## config.mk

```make
export PLATFORM = sky130hd
export DESIGN_NAME = serial_subtractor_flat
export DESIGN_NICKNAME = d
export VERILOG_FILES = /design/src/rtl/serial_subtractor_if.sv /design/src/rtl/serial_subtractor.sv /design/src/flat_wrapper.sv
export SDC_FILE = /design/constraint.sdc
export NUM_CORES = 1
export LEC_CHECK = 0
export ABC_CLOCK_PERIOD_IN_PS = 1800
export BUFFER_PORTS_ARGS = -buffer_cell sky130_fd_sc_hd__buf_4
export CAP_MARGIN = 0
export CORE_ASPECT_RATIO = 1.5
export CORE_MARGIN = 5
export CORE_UTILIZATION = 50
export DETAILED_ROUTE_END_ITERATION = 16
export PLACE_DENSITY = 0.73
export SYNTH_ARGS = -nofsm -noshare
export SYNTH_HDL_FRONTEND = slang
export SYNTH_SLANG_ARGS = --single-unit
```

## constraint.sdc

```tcl
create_clock -name clk -period 1.8 [get_ports clk]
set_clock_uncertainty 0.2 [all_clocks]
set_input_delay 0.18 -clock clk [delete_from_list [all_inputs] [get_ports clk]]
set_output_delay 0.18 -clock clk [all_outputs]
set_load 0.05 [all_outputs]
```

## src/rtl/serial_subtractor_if.sv

```systemverilog
// Operand/result bundle for the bit-serial subtractor: start/busy/done handshake plus data.
interface serial_subtractor_if #(
    parameter int unsigned WIDTH = 8
);
    logic             start;
    logic [WIDTH-1:0] a;
    logic [WIDTH-1:0] b;
    logic             bin;
    logic             busy;
    logic             done;
    logic [WIDTH-1:0] diff;
    logic             bout;
    logic             ovf;
    logic             zero;

    // Controller side: issues operands, collects results.
    modport master (
        output start, a, b, bin,
        input  busy, done, diff, bout, ovf, zero
    );

    // Subtractor side.
    modport slave (
        input  start, a, b, bin,
        output busy, done, diff, bout, ovf, zero
    );
endinterface

```

## src/rtl/serial_subtractor.sv

```systemverilog
// Bit-serial LSB-first ripple-borrow subtractor: diff = a - b - bin, one bit per clock,
// using a single full-subtractor cell and a borrow flip-flop behind a start/busy/done handshake.
module serial_subtractor #(
    parameter int unsigned WIDTH = 8
) (
    input logic                clk,
    input logic                rst,
    serial_subtractor_if.slave bus
);
    localparam int unsigned CNT_W = (WIDTH > 1) ? $clog2(WIDTH) : 1;

    typedef enum logic [1:0] {StIdle, StRun, StDone} state_e;

    state_e             state_q, state_d;
    logic [WIDTH-1:0]   a_q, b_q, res_q;
    logic               br_q;
    logic [CNT_W-1:0]   cnt_q;
    logic               a_msb_q, b_msb_q;
    logic               busy_q, busy_d;
    logic               done_q, done_d;
    logic [WIDTH-1:0]   diff_q;
    logic               bout_q, ovf_q, zero_q;

    logic               last_bit;
    logic               accept;
    logic               d_bit;
    logic               br_next;
    logic [WIDTH-1:0]   res_next;

    assign last_bit = (cnt_q == CNT_W'(WIDTH - 1));
    // New operands are taken from IDLE or straight out of DONE (back-to-back).
    assign accept   = bus.start && ((state_q == StIdle) || (state_q == StDone));

    // Full-subtractor cell on the current LSBs; result fills from the MSB side.
    assign d_bit    = a_q[0] ^ b_q[0] ^ br_q;
    assign br_next  = (~a_q[0] & b_q[0]) | (~(a_q[0] ^ b_q[0]) & br_q);
    assign res_next = {d_bit, res_q[WIDTH-1:1]};

    // State register.
    always_ff @(posedge clk) begin
        if (rst) begin
            state_q <= StIdle;
        end else begin
            state_q <= state_d;
        end
    end

    // Next-state logic.
    always_comb begin
        state_d = state_q;
        unique case (state_q)
            StIdle:  if (bus.start) state_d = StRun;
            StRun:   if (last_bit) state_d = StDone;
            StDone:  state_d = bus.start ? StRun : StIdle;
            default: state_d = StIdle;
        endcase
    end

    // Handshake outputs decoded from the next state so they can be registered.
    always_comb begin
        busy_d = (state_d == StRun);
        done_d = (state_d == StDone);
    end

    // Registered handshake outputs.
    always_ff @(posedge clk) begin
        if (rst) begin
            busy_q <= 1'b0;
            done_q <= 1'b0;
        end else begin
            busy_q <= busy_d;
            done_q <= done_d;
        end
    end

    // Operand capture, serial datapath and result registers.
    always_ff @(posedge clk) begin
        if (rst) begin
            a_q     <= '0;
            b_q     <= '0;
            res_q   <= '0;
            br_q    <= 1'b0;
            cnt_q   <= '0;
            a_msb_q <= 1'b0;
            b_msb_q <= 1'b0;
            diff_q  <= '0;
            bout_q  <= 1'b0;
            ovf_q   <= 1'b0;
            zero_q  <= 1'b0;
        end else if (accept) begin
            a_q     <= bus.a;
            b_q     <= bus.b;
            res_q   <= '0;
            br_q    <= bus.bin;
            cnt_q   <= '0;
            // Operand MSBs are shifted out during RUN, so keep them for the overflow test.
            a_msb_q <= bus.a[WIDTH-1];
            b_msb_q <= bus.b[WIDTH-1];
        end else if (state_q == StRun) begin
            a_q   <= a_q >> 1;
            b_q   <= b_q >> 1;
            res_q <= res_next;
            br_q  <= br_next;
            cnt_q <= cnt_q + CNT_W'(1);
            if (last_bit) begin
                diff_q <= res_next;
                bout_q <= br_next;
                ovf_q  <= (a_msb_q != b_msb_q) && (res_next[WIDTH-1] != a_msb_q);
                zero_q <= (res_next == '0);
            end
        end
    end

    assign bus.busy = busy_q;
    assign bus.done = done_q;
    assign bus.diff = diff_q;
    assign bus.bout = bout_q;
    assign bus.ovf  = ovf_q;
    assign bus.zero = zero_q;
endmodule
```

## src/flat_wrapper.sv

```systemverilog
// flat-port wrapper written by rule: the top's interface ports become plain ports
module serial_subtractor_flat 
#(
    parameter int unsigned WIDTH = 8
)
  (clk, rst, bus_start, bus_a, bus_b, bus_bin, bus_busy, bus_done, bus_diff, bus_bout, bus_ovf, bus_zero);
  serial_subtractor_if #(.WIDTH(WIDTH)) bus_i ();
  input logic clk;
  input logic rst;
  input wire logic [$bits(bus_i.start)-1:0] bus_start;
  input wire logic [$bits(bus_i.a)-1:0] bus_a;
  input wire logic [$bits(bus_i.b)-1:0] bus_b;
  input wire logic [$bits(bus_i.bin)-1:0] bus_bin;
  output wire logic [$bits(bus_i.busy)-1:0] bus_busy;
  output wire logic [$bits(bus_i.done)-1:0] bus_done;
  output wire logic [$bits(bus_i.diff)-1:0] bus_diff;
  output wire logic [$bits(bus_i.bout)-1:0] bus_bout;
  output wire logic [$bits(bus_i.ovf)-1:0] bus_ovf;
  output wire logic [$bits(bus_i.zero)-1:0] bus_zero;
  assign bus_i.start = bus_start;
  assign bus_i.a = bus_a;
  assign bus_i.b = bus_b;
  assign bus_i.bin = bus_bin;
  assign bus_busy = bus_i.busy;
  assign bus_done = bus_i.done;
  assign bus_diff = bus_i.diff;
  assign bus_bout = bus_i.bout;
  assign bus_ovf = bus_i.ovf;
  assign bus_zero = bus_i.zero;
  serial_subtractor #(.WIDTH(WIDTH)) u_core (.clk(clk), .rst(rst), .bus(bus_i));
endmodule
```

# Word-level counts from Yosys, hierarchy flattened
# Index checks and enable logic that the tools add are counted.
# totals
ff_bits	45
latch_bits	0
mem_bits_rw	0
rom_bits	0
in_bits	20
wordCells	48
memories	0
# classes
n_addsub	1
n_mul	0
div	0
order_cmp	0
n_eq_ne	7
n_shift	0
muxes	10
bitwise	8
n_reduce_logical	8
# op_table
operator	n
8-bit 2-to-1 mux	4
8-bit logical NOT	1
2-bit one-hot mux with 3 select lines	1
2-bit by 1-bit equality test with 1-bit output (second input constant)	2
2-bit equality test (second input constant)	2
2-bit 2-to-1 mux	2
3-bit by 1-bit adder with 3-bit output (second input constant)	1
3-bit equality test (second input constant)	1
1-bit 2-to-1 mux	3
1-bit inverter	3
3-bit AND reduction	1
1-bit AND	2
1-bit logical AND	2
2-bit logical NOT	1
1-bit != test	2
2-bit nonzero test	1
2-bit OR reduction	1
1-bit bitwise XOR	2
1-bit logical OR	1
1-bit OR	1

# Longest topological paths before layout
# Gate-level depths: netlist of the first run.
# depth
depth_word	6
ltp_mapped	6

# Least setup slack after synthesis of the first run
# No wires, ideal clock.
# synth_path
kind	register to register
start	register u_core.b_q[0]
end	register u_core.ovf_q, in the netlist u_core.bus.ovf
setup_ns	0.122
t_arrival_ns	1.332
t_required_ns	1.478
slack_ns	0.146
path_stages_with_launch	6
period_less_slack_ns	1.654
cell_sequence	dfxtp_1 > inv_1 > fa_1 > and3b_1 > a211oi_1 > nor3_1
# synth_between
elab_chain_cells	4
# synth_rtl
element	line	source
start, declared	serial_subtractor.sv:15	logic [WIDTH-1:0] a_q, b_q, res_q;
start signal, assigned	serial_subtractor.sv:92	b_q <= bus.b;
start signal, assigned	serial_subtractor.sv:101	b_q <= b_q >> 1;
1-bit bitwise XOR (2 in a row)	serial_subtractor.sv:35	assign d_bit = a_q[0] ^ b_q[0] ^ br_q;
via u_core.d_bit	serial_subtractor.sv:26	logic d_bit;
1-bit != test	serial_subtractor.sv:108	ovf_q <= (a_msb_q != b_msb_q) && (res_next[WIDTH-1] != a_msb_q);
1-bit logical AND	serial_subtractor.sv:108	
end signal, assigned	serial_subtractor.sv:108	
end, declared	serial_subtractor.sv:22	logic bout_q, ovf_q, zero_q;
# The timed path passes the listed nets, and every way through them passes these cells.
# A chain may end at the register's enable or synchronous reset.

# Worst setup path after layout of the first run
# Ends and elaborated chain as after synthesis.

==> results.py, run 1 <==
metrics = {
    "yosys": {
        "yosys.cell_count.top_type": "sky130_fd_sc_hd__dfxtp_1",
        "async_reset_ff_share_pct": 0,
        "yosysWarningCount": 0,
        "synth-seq-cells": 44,
        "synth-seq-area-share_pct": 48.9,
        "synth_commonest_cells": "sky130_fd_sc_hd__dfxtp_1, sky130_fd_sc_hd__nand2_1, sky130_fd_sc_hd__a21oi_1, sky130_fd_sc_hd__nor3_2",
        "count_of_flip_flops_with_a_built_in_enable_after_synthesis": 0,
        "syn_nets": 222,
        "synthFlopType": "sky130_fd_sc_hd__dfxtp_1",
        "yosysTopAreaCell": "sky130_fd_sc_hd__dfxtp_1",
        "synth_area_per_cell_um2": 9.05,
        "netlist_area_mm2": 0.00180,
        "synth_top_cells_by_area": "sky130_fd_sc_hd__dfxtp_1, sky130_fd_sc_hd__nand2_1, sky130_fd_sc_hd__a21oi_1, sky130_fd_sc_hd__nor3_2, sky130_fd_sc_hd__o22ai_1",
        "syn_inst": 199,
        "synth_largest_type_area_fraction_pct": 48.9,
        "synthDistinctLibCells": 30,
    },
    "placement": {
        "hpwlAfterDp_um": 2580,
        "place.gp.congestion": 0.716,
        "setup_slack_after_placement_ns": 0.0608,
        "numPlacedInstances": 265,
        "io_buffer_count": 32,
    },
    "cts": {
        "post-cts-setup-buffer-count": 0,
        "clock-root-buffer": "sky130_fd_sc_hd__clkbuf_8",
        "worstSkewPairLatency_ns": 0.30,
        "cts_made_buffers": 5,
        "tritoncts": "yes",
        "clk_path_buf_depth": 2,
        "h-tree-depth": 2,
        "clkSlewWorstSetupHoldPaths_ns": 0.08,
        "tritoncts_sinks": 44,
    },
    "setup_path": {
        "path_cells": "inv_1 > fa_2 > and3b_1 > a211oi_1 > nor3_1",
        "critPathLaunch": "u_core.b_q[0]$_SDFFE_PP0P_",
        "critPathTopFamily": "adder cells",
        "timing.reg2reg.worst_path_depth": 5,
        "ff_to_ff_end": "u_core.bus.ovf$_SDFFE_PP0P_",
        "cp_slowest_stage_delay_ns": 0.51,
        "worst_setup_path_start_kind": "register",
        "cp_max_fo": 5,
        "worstSetupEndpoint": "u_core.bus.ovf$_SDFFE_PP0P_",
        "reg2reg_setup_slack_ns": 0.11,
        "cp.arrival_ns": 1.67,
        "cp_data_required_time_ns": 1.78,
        "crit_path_top_delay_cell": "sky130_fd_sc_hd__fa_2",
        "timing.critical_path.buf_inv": 1,
        "timing.rr.start": "u_core.b_q[0]$_SDFFE_PP0P_",
        "critPathCaptureType": "register",
        "path_depth": 5,
        "criticalPathCategory": "register to register",
    },
    "floorplan": {
        "placementRows": 26,
        "top_level_port_count": 33,
        "initial_utilization_pct": 52.2,
        "core_region_area_mm2": 0.00345,
        "fp.dieArea_mm2": 0.00493,
        "die_h_um": 83.5,
        "chipWidth_um": 59.0,
    },
    "sta": {
        "hold_viol_final": 0,
        "report.final.slew_viol_count": 0,
        "tightestPinTransition_ns": 0.402,
        "setup_violations": 0,
        "min_period_over_period_pct": 93.7,
        "slew_headroom_pct": 73.2,
        "post-route-worst-setup-slack_ns": 0.114,
        "setup_tns_ns": 0,
        "max_freq_mhz": 593,
        "timing.final.crit_period_ns": 1.69,
        "rsz_0062_raised_after_global_routing": "no",
    },
    "finish": {
        "finalNonFillerCells": 285,
        "post_route_cells_drive_above_1_share_pct": 26.3,
        "antenna_cells_inserted": 0,
        "final.fill_count": 315,
        "syn2layout_area_growth_pct": 25.2,
        "fin_nets": 265,
    },
    "global_routing": {
        "remaining_overflow_grt": 0,
        "antenna_found_initial": 0,
        "globalRouteTotalUtil_pct": 17.2,
        "grt_max_degree": 30,
        "first_global_vias": 1453,
        "global_route_wire_length_before_repair_um": 6590,
    },
    "routing": {
        "drt_via_density": 5.23,
        "drt-wirelength-per-cell_um": 13.1,
        "route.final.wire_length_um": 3720,
        "final_antenna_net_count": 0,
        "vias": 1490,
        "route.detailed.drc": 0,
        "drt-initial-drc-count": 28,
        "router_iterations_before_antenna_repair": 4,
    },
    "power_and_ir_drop": {
        "vdd.ir_drop.worst_v": 0.000648,
        "total_power_mw": 1.97,
        "power_density_mw_per_mm2": 875,
        "leakage_nw": 0.870,
    },
    "flow_run": {
        "maxCapViolCount": 0,
    },
    "outcome": {
        "status": "finished clean",
    },
    "min_path": {
        "timing.hold.worst.class": "input pin to register",
    },
}
tightest hold or removal path, delay by kind of cell:
family | cells | cell delay (ns)
AO/OA/AOI/OAI | 1 | 0.05
AND/OR/NAND/NOR | 1 | 0.15
buffers and inverters | 1 | 0.08
layer usage:
metal	GRT usage, %	vias up	part of all wire [%]
met3	4.95	7	5.0
met4	6.80	0	1.9
met2	29.6	33	54
li1	-	767	-
met1	19.3	683	39
met5	0	-	0
worst min-delay path by stage:
stage                   from                          end  slack [ns]  depth (start not counted)
CTS                 bus_a[2]   u_core.a_q[2]$_SDFFE_PP0P_       0.005                          3
global route        bus_a[2]   u_core.a_q[2]$_SDFFE_PP0P_       0.004                          3
floorplan           bus_b[7]  u_core.b_msb_q$_SDFFE_PP0P_        0.14                          2
detailed placement       rst   u_core.a_q[1]$_SDFFE_PP0P_        0.22                          2
finish              bus_a[0]   u_core.a_q[0]$_SDFFE_PP0P_       0.008                          3
global placement         rst   u_core.a_q[1]$_SDFFE_PP0P_        0.21                          2
cell usage in the layout, fill, tap and decap left out, types with 6 or more instances in the layout:
cell / count
sky130_fd_sc_hd__dfxtp_1: 44
sky130_fd_sc_hd__clkbuf_8: 6
sky130_fd_sc_hd__o22ai_1: 11
sky130_fd_sc_hd__nand3_1: 6
sky130_fd_sc_hd__a21oi_1: 25
sky130_fd_sc_hd__nor3_1: 11
sky130_fd_sc_hd__dlygate4sd3_1: 12
sky130_fd_sc_hd__nor3_2: 12
sky130_fd_sc_hd__nor2_1: 7
sky130_fd_sc_hd__buf_4: 40
sky130_fd_sc_hd__nand2_1: 41
through the flow:
stage	hold slack [ns]	cell area [um^2]	util (%)
2_1_floorplan	0.139	1800	-
3_3_place_gp	0.209	2040	59.2
3_5_place_dp	0.220	2040	59.2
4_1_cts	0.00476	2250	65.3
5_1_grt	0.00367	2250	65.3
6_report	0.00754	2250	65.3
cells by family (layout without fill, tap and decap cells):
group	count (synthesis)	in the layout	share of synthesized area [%]
and+or+nand+nor	89	89	26.1
DFF	44	44	48.9
AOI/OAI and AO/OA	43	43	14.2
buffers and inverters	19	63	7.78
adders and majority gates	3	3	2.50
xor gates and xnor gates	1	1	0.487
flip-flops by register name, summed over array words and instances (netlist names), 2 cells and up:
register / cells
u_core.a_q: 8
u_core.b_q: 8
u_core.bus.diff: 8
u_core.cnt_q: 3
u_core.res_q: 7
u_core.state_q: 2
power by group:
group          switching (mW)  internal [mW]
sequential             0.0290           1.02
clock                   0.319          0.313
combinational           0.149          0.143
layout make-up:
type                    count  area [um^2]  area share (%)
well taps                  42         52.6            2.33
clock buffers               8         90.1            4.00
repair buffers             53          440            19.5
flip-flops and latches     44          881            39.1
multi-input cells         136          782            34.7
inverters                   2         7.51           0.333
what timing repair did:
action,CTS,global route
resized for setup,0,1
hold endpoints to repair,15,0
hold buffers,12,0
endpoints found under the setup margin,0,1
Power figures use the tool's default switching activity.
==> inputs of run 2 (changes only) <==
==> constraint.sdc (replaced) <==
create_clock -name clk -period 1.8 [get_ports clk]
set_clock_uncertainty 0.2 [all_clocks]
set_input_delay 0.36 -clock clk [delete_from_list [all_inputs] [get_ports clk]]
set_output_delay 0.36 -clock clk [all_outputs]
set_load 0.01 [all_outputs]
==> results.py, run 2 (synthesis results as in run 1) <==
metrics = {
    "finish": {
        "most_used_cells_in_the_layout_excluding_fill_and_tap_cells": "sky130_fd_sc_hd__dfxtp_1, sky130_fd_sc_hd__nand2_1, sky130_fd_sc_hd__buf_4",
        "post_route_cells_drive_above_1_share_pct": 27.7,
        "antenna_cells_inserted": 0,
        "most_frequent_standard_cell_in_the_layout_excluding_fill_and_tap_cells": "sky130_fd_sc_hd__dfxtp_1",
        "syn2layout_area_growth_pct": 18.5,
        "ff_latch_area_um2": 881,
        "fin_nets": 253,
        "multi_input_area_um2": 782,
        "final_design_area_no_fill_mm2": 0.00213,
        "final.fill_count": 329,
    },
    "placement": {
        "hpwlAfterDp_um": 2580,
        "post_place_instance_area_mm2": 0.00204,
        "place.gp.congestion": 0.716,
        "io_buffer_count": 32,
    },
    "setup_path": {
        "criticalPathCategory": "register to register",
        "worst_setup_path_start_kind": "register",
        "crit_path_top_delay_cell": "sky130_fd_sc_hd__fa_2",
        "critPathLaunch": "u_core.b_q[0]$_SDFFE_PP0P_",
        "timing.rr.start": "u_core.b_q[0]$_SDFFE_PP0P_",
        "cp_max_fo": 5,
        "critPathCaptureType": "register",
        "timing.critical_path.buf_inv": 1,
        "cp.arrival_ns": 1.67,
        "cp_data_required_time_ns": 1.78,
        "critPathTopFamily": "adder cells",
        "cp_slowest_stage_delay_ns": 0.51,
        "path_cells": "inv_1 > fa_2 > and3b_1 > a211oi_1 > nor3_1",
    },
    "floorplan": {
        "die_h_um": 83.5,
        "chipWidth_um": 59.0,
        "placementRows": 26,
        "fp.dieArea_mm2": 0.00493,
        "initial_utilization_pct": 52.2,
        "top_level_port_count": 33,
        "core_region_area_mm2": 0.00345,
    },
    "power_and_ir_drop": {
        "vdd.ir_drop.worst_v": 0.000641,
        "power_density_mw_per_mm2": 909,
        "leakage_nw": 0.820,
    },
    "sta": {
        "tightestPinTransition_ns": 0.381,
        "hold_viol_final": 0,
        "rsz_0062_raised_after_global_routing": "no",
        "slew_headroom_pct": 74.6,
        "setup_tns_ns": 0,
        "setup_violations": 0,
        "timing.final.crit_period_ns": 1.69,
        "max_freq_mhz": 592,
        "min_period_over_period_pct": 93.8,
        "report.final.slew_viol_count": 0,
    },
    "cts": {
        "clk_path_buf_depth": 2,
        "tritoncts": "yes",
        "worstSkewPairLatency_ns": 0.30,
        "post-cts-setup-buffer-count": 0,
        "clock-root-buffer": "sky130_fd_sc_hd__clkbuf_8",
        "cts_made_buffers": 5,
        "h-tree-depth": 2,
        "tritoncts_sinks": 44,
        "clkSlewWorstSetupHoldPaths_ns": 0.07,
    },
    "min_path": {
        "worstHoldStart": "rst",
        "timing.hold.worst.class": "input pin to register",
    },
    "global_routing": {
        "antenna_found_initial": 0,
        "global_route_wire_length_before_repair_um": 6150,
        "remaining_overflow_grt": 0,
        "first_global_vias": 1388,
        "grt_max_degree": 30,
        "globalRouteTotalUtil_pct": 16.2,
    },
    "routing": {
        "drt-wirelength-per-cell_um": 13.0,
        "router_iterations_before_antenna_repair": 4,
        "vias": 1447,
        "final_antenna_net_count": 0,
        "drt_via_density": 5.30,
        "drt-initial-drc-count": 44,
        "route.detailed.drc": 0,
        "route.final.wire_length_um": 3560,
    },
    "outcome": {
        "status": "finished clean",
    },
    "flow_run": {
        "maxCapViolCount": 0,
    },
}
## run 2: area by class of cell
cell class                      count  share of cell area (%)
Sequential cell                    44                    41.3
Clock buffer                        8                    4.22
Timing Repair Buffer               41                    15.0
Tap cell                           42                    2.46
Inverter                            2                   0.352
Multi-Input combinational cell    136                    36.7
## run 2: stage by stage
stage	cells	util (%)	hold WS, ns	setup slack [ns]	total power, mW
CTS	273	61.8	0.0737	0.0494	1.96
finish	273	61.9	0.0824	0.111	1.94
global route	273	61.9	0.0818	0.0183	2.04
detailed placement	265	59.2	0.250	0.0608	1.33
global placement	265	59.2	0.244	0.0887	1.33
floorplan	199	-	0.240	0.146	1.27
## run 2: worst register-to-register path, stage by stage, from the launching register on
cell	delay (ns)
sky130_fd_sc_hd__dfxtp_1	0.33
sky130_fd_sc_hd__inv_1	0.06
sky130_fd_sc_hd__fa_2	0.51
sky130_fd_sc_hd__and3b_1	0.20
sky130_fd_sc_hd__a211oi_1	0.20
sky130_fd_sc_hd__nor3_1	0.07
## run 2: path summary, 6_finish.rpt
check	end	slack, ns	depth (start not counted)
max	u_core.bus.ovf$_SDFFE_PP0P_	0.11	5
min	u_core.a_q[1]$_SDFFE_PP0P_	0.08	2
max reg2reg	u_core.bus.ovf$_SDFFE_PP0P_	0.11	5
min reg2reg	u_core.bus.diff[5]$_SDFFE_PP0P_	0.25	2
## run 2: power by group
part           internal [mW]  switching [mW]  total [mW]
combinational          0.126           0.138       0.264
sequential              1.02          0.0284        1.05
clock                  0.313           0.315       0.628
## run 2: repair_timing
action / 4_1_cts / 5_1_grt
resized for setup: 0 / 1
hold buffers: 0 / 0
endpoints found under the setup margin: 0 / 1
## run 2: routing by layer
layer / share of wire (%) / GRT usage [%] / vias up
met4: 1.9 / 6.80 / 0
met1: 39 / 17.2 / 671
li1: - / - / 742
met3: 5.1 / 4.80 / 7
met2: 54 / 28.6 / 27
met5: 0 / 0 / -
==> inputs of run 3 (changes only) <==
--- a/config.mk
+++ b/config.mk
@@ -5,7 +5,7 @@
 export SDC_FILE = /design/constraint.sdc
 export NUM_CORES = 1
 export LEC_CHECK = 0
-export ABC_CLOCK_PERIOD_IN_PS = 1800
+export ABC_CLOCK_PERIOD_IN_PS = 2150
 export BUFFER_PORTS_ARGS = -buffer_cell sky130_fd_sc_hd__buf_4
 export CAP_MARGIN = 0
 export CORE_ASPECT_RATIO = 1.5
==> constraint.sdc (replaced) <==
create_clock -name clk -period 2.15 [get_ports clk]
set_clock_uncertainty 0.2 [all_clocks]
set_input_delay 0.43 -clock clk [delete_from_list [all_inputs] [get_ports clk]]
set_output_delay 0.43 -clock clk [all_outputs]
set_load 0.01 [all_outputs]
==> results.py, run 3 (synthesis results as in run 1) <==
metrics = {
    "sta": {
        "hold_viol_final": 0,
        "slew_headroom_pct": 71.2,
        "tightestPinTransition_ns": 0.431,
        "report.final.slew_viol_count": 0,
        "timing.final.crit_period_ns": 1.76,
        "rsz_0062_raised_after_global_routing": "no",
        "setup_violations": 0,
        "finalHoldWorstSlack_ns": 0.202,
        "post-route-worst-setup-slack_ns": 0.389,
        "max_freq_mhz": 568,
        "min_period_over_period_pct": 81.9,
        "setup_tns_ns": 0,
    },
    "global_routing": {
        "global_route_wire_length_before_repair_um": 6200,
        "first_global_vias": 1374,
        "globalRouteTotalUtil_pct": 15.9,
        "antenna_found_initial": 0,
        "remaining_overflow_grt": 0,
        "grt_max_degree": 35,
    },
    "placement": {
        "numPlacedInstances": 262,
        "io_buffer_count": 32,
        "hpwlAfterDp_um": 2580,
        "setup_slack_after_placement_ns": 0.409,
        "post_place_instance_area_mm2": 0.00201,
        "place.gp.congestion": 0.689,
    },
    "cts": {
        "cts_made_buffers": 5,
        "clkSlewWorstSetupHoldPaths_ns": 0.09,
        "clk_path_buf_depth": 2,
        "clock-root-buffer": "sky130_fd_sc_hd__clkbuf_8",
        "h-tree-depth": 2,
        "post-cts-setup-buffer-count": 0,
        "cts.hold.buffers_added": 0,
        "tritoncts": "yes",
        "tritoncts_sinks": 44,
        "post_cts_resized": 0,
        "worstSkewPairLatency_ns": 0.30,
    },
    "floorplan": {
        "fp.dieArea_mm2": 0.00493,
        "placementRows": 26,
        "chipWidth_um": 59.0,
        "top_level_port_count": 33,
        "core_region_area_mm2": 0.00345,
        "die_h_um": 83.5,
        "initial_utilization_pct": 52.2,
    },
    "setup_path": {
        "critPathCaptureType": "register",
        "cp.arrival_ns": 1.73,
        "cp_data_required_time_ns": 2.12,
        "criticalPathCategory": "register to register",
        "worst_setup_path_start_kind": "register",
        "cp_max_fo": 5,
    },
    "finish": {
        "fin_nets": 250,
        "final_design_area_no_fill_mm2": 0.00212,
        "final.fill_count": 337,
        "most_used_cells_in_the_layout_excluding_fill_and_tap_cells": "sky130_fd_sc_hd__dfxtp_1, sky130_fd_sc_hd__nand2_1, sky130_fd_sc_hd__buf_4",
        "finalNonFillerCells": 270,
        "antenna_cells_inserted": 0,
        "layout.core_utilization_pct": 61.4,
        "post_route_cells_drive_above_1_share_pct": 27.2,
        "syn2layout_area_growth_pct": 17.6,
        "most_frequent_standard_cell_in_the_layout_excluding_fill_and_tap_cells": "sky130_fd_sc_hd__dfxtp_1",
    },
    "routing": {
        "final_antenna_net_count": 0,
        "route.final.wire_length_um": 3650,
        "router_iterations_before_antenna_repair": 6,
        "drt-wirelength-per-cell_um": 13.5,
        "drt-initial-drc-count": 28,
        "drt_via_density": 5.36,
        "vias": 1448,
        "route.detailed.drc": 0,
    },
    "outcome": {
        "status": "finished clean",
    },
    "power_and_ir_drop": {
        "power_density_mw_per_mm2": 807,
        "total_power_mw": 1.71,
        "vdd.ir_drop.worst_v": 0.000512,
        "leakage_nw": 0.809,
    },
    "flow_run": {
        "maxCapViolCount": 0,
    },
    "min_path": {
        "timing.hold.worst.class": "input pin to register",
    },
}
## run 3: cell types whose count changed in the layout (fill, tap and decap cells not counted), sizes merged
cell,before,now
buf,41,38
bufinv,0,1
clkbuf,8,5
clkinv,0,1
clkinvlp,0,1
## run 3: worst paths after layout
check                                                      from                         endpoint  slack, ns  cells past startpoint
worst min register to register  u_core.bus.diff[5]$_SDFFE_PP0P_  u_core.bus.diff[5]$_SDFFE_PP0P_       0.26                      2
worst min-delay path                                   bus_b[7]      u_core.b_msb_q$_SDFFE_PP0P_       0.20                      3
worst max register to register       u_core.b_q[0]$_SDFFE_PP0P_      u_core.bus.ovf$_SDFFE_PP0P_       0.39                      5
worst max-delay path                 u_core.b_q[0]$_SDFFE_PP0P_      u_core.bus.ovf$_SDFFE_PP0P_       0.39                      5
## run 3: layer usage
metal	vias up	global-route usage (%)	wire length, um
li1	740	-	-
met1	664	18.1	1520
met2	37	27.1	1880
met3	7	4.18	167
met4	0	6.80	81
met5	-	0	0
## run 3: where the power goes
| group | leakage [nW] | switching [mW] | total (mW) | internal [mW] |
|---|---|---|---|---|
| Sequential | 0.359 | 0.0245 | 0.877 | 0.853 |
| Combinational | 0.396 | 0.114 | 0.210 | 0.0960 |
| Clock | 0.0541 | 0.278 | 0.622 | 0.344 |
## run 3: final cells by class
class	count	area, um^2	area share (%)
Clock buffer	5	68.8	3.25
Clock inverter	3	42.5	2.01
Inverter	2	7.51	0.355
Multi-Input combinational cell	136	779	36.8
Sequential cell	44	881	41.6
Tap cell	42	52.6	2.48
Timing Repair Buffer	38	285	13.5
## run 3: worst max-delay path: stages (launching register included)
cell and delay, ns:
sky130_fd_sc_hd__dfxtp_1 0.33, sky130_fd_sc_hd__inv_1 0.06, sky130_fd_sc_hd__fa_1 0.54, sky130_fd_sc_hd__and3b_1 0.21
sky130_fd_sc_hd__a211oi_1 0.22, sky130_fd_sc_hd__nor3_1 0.08
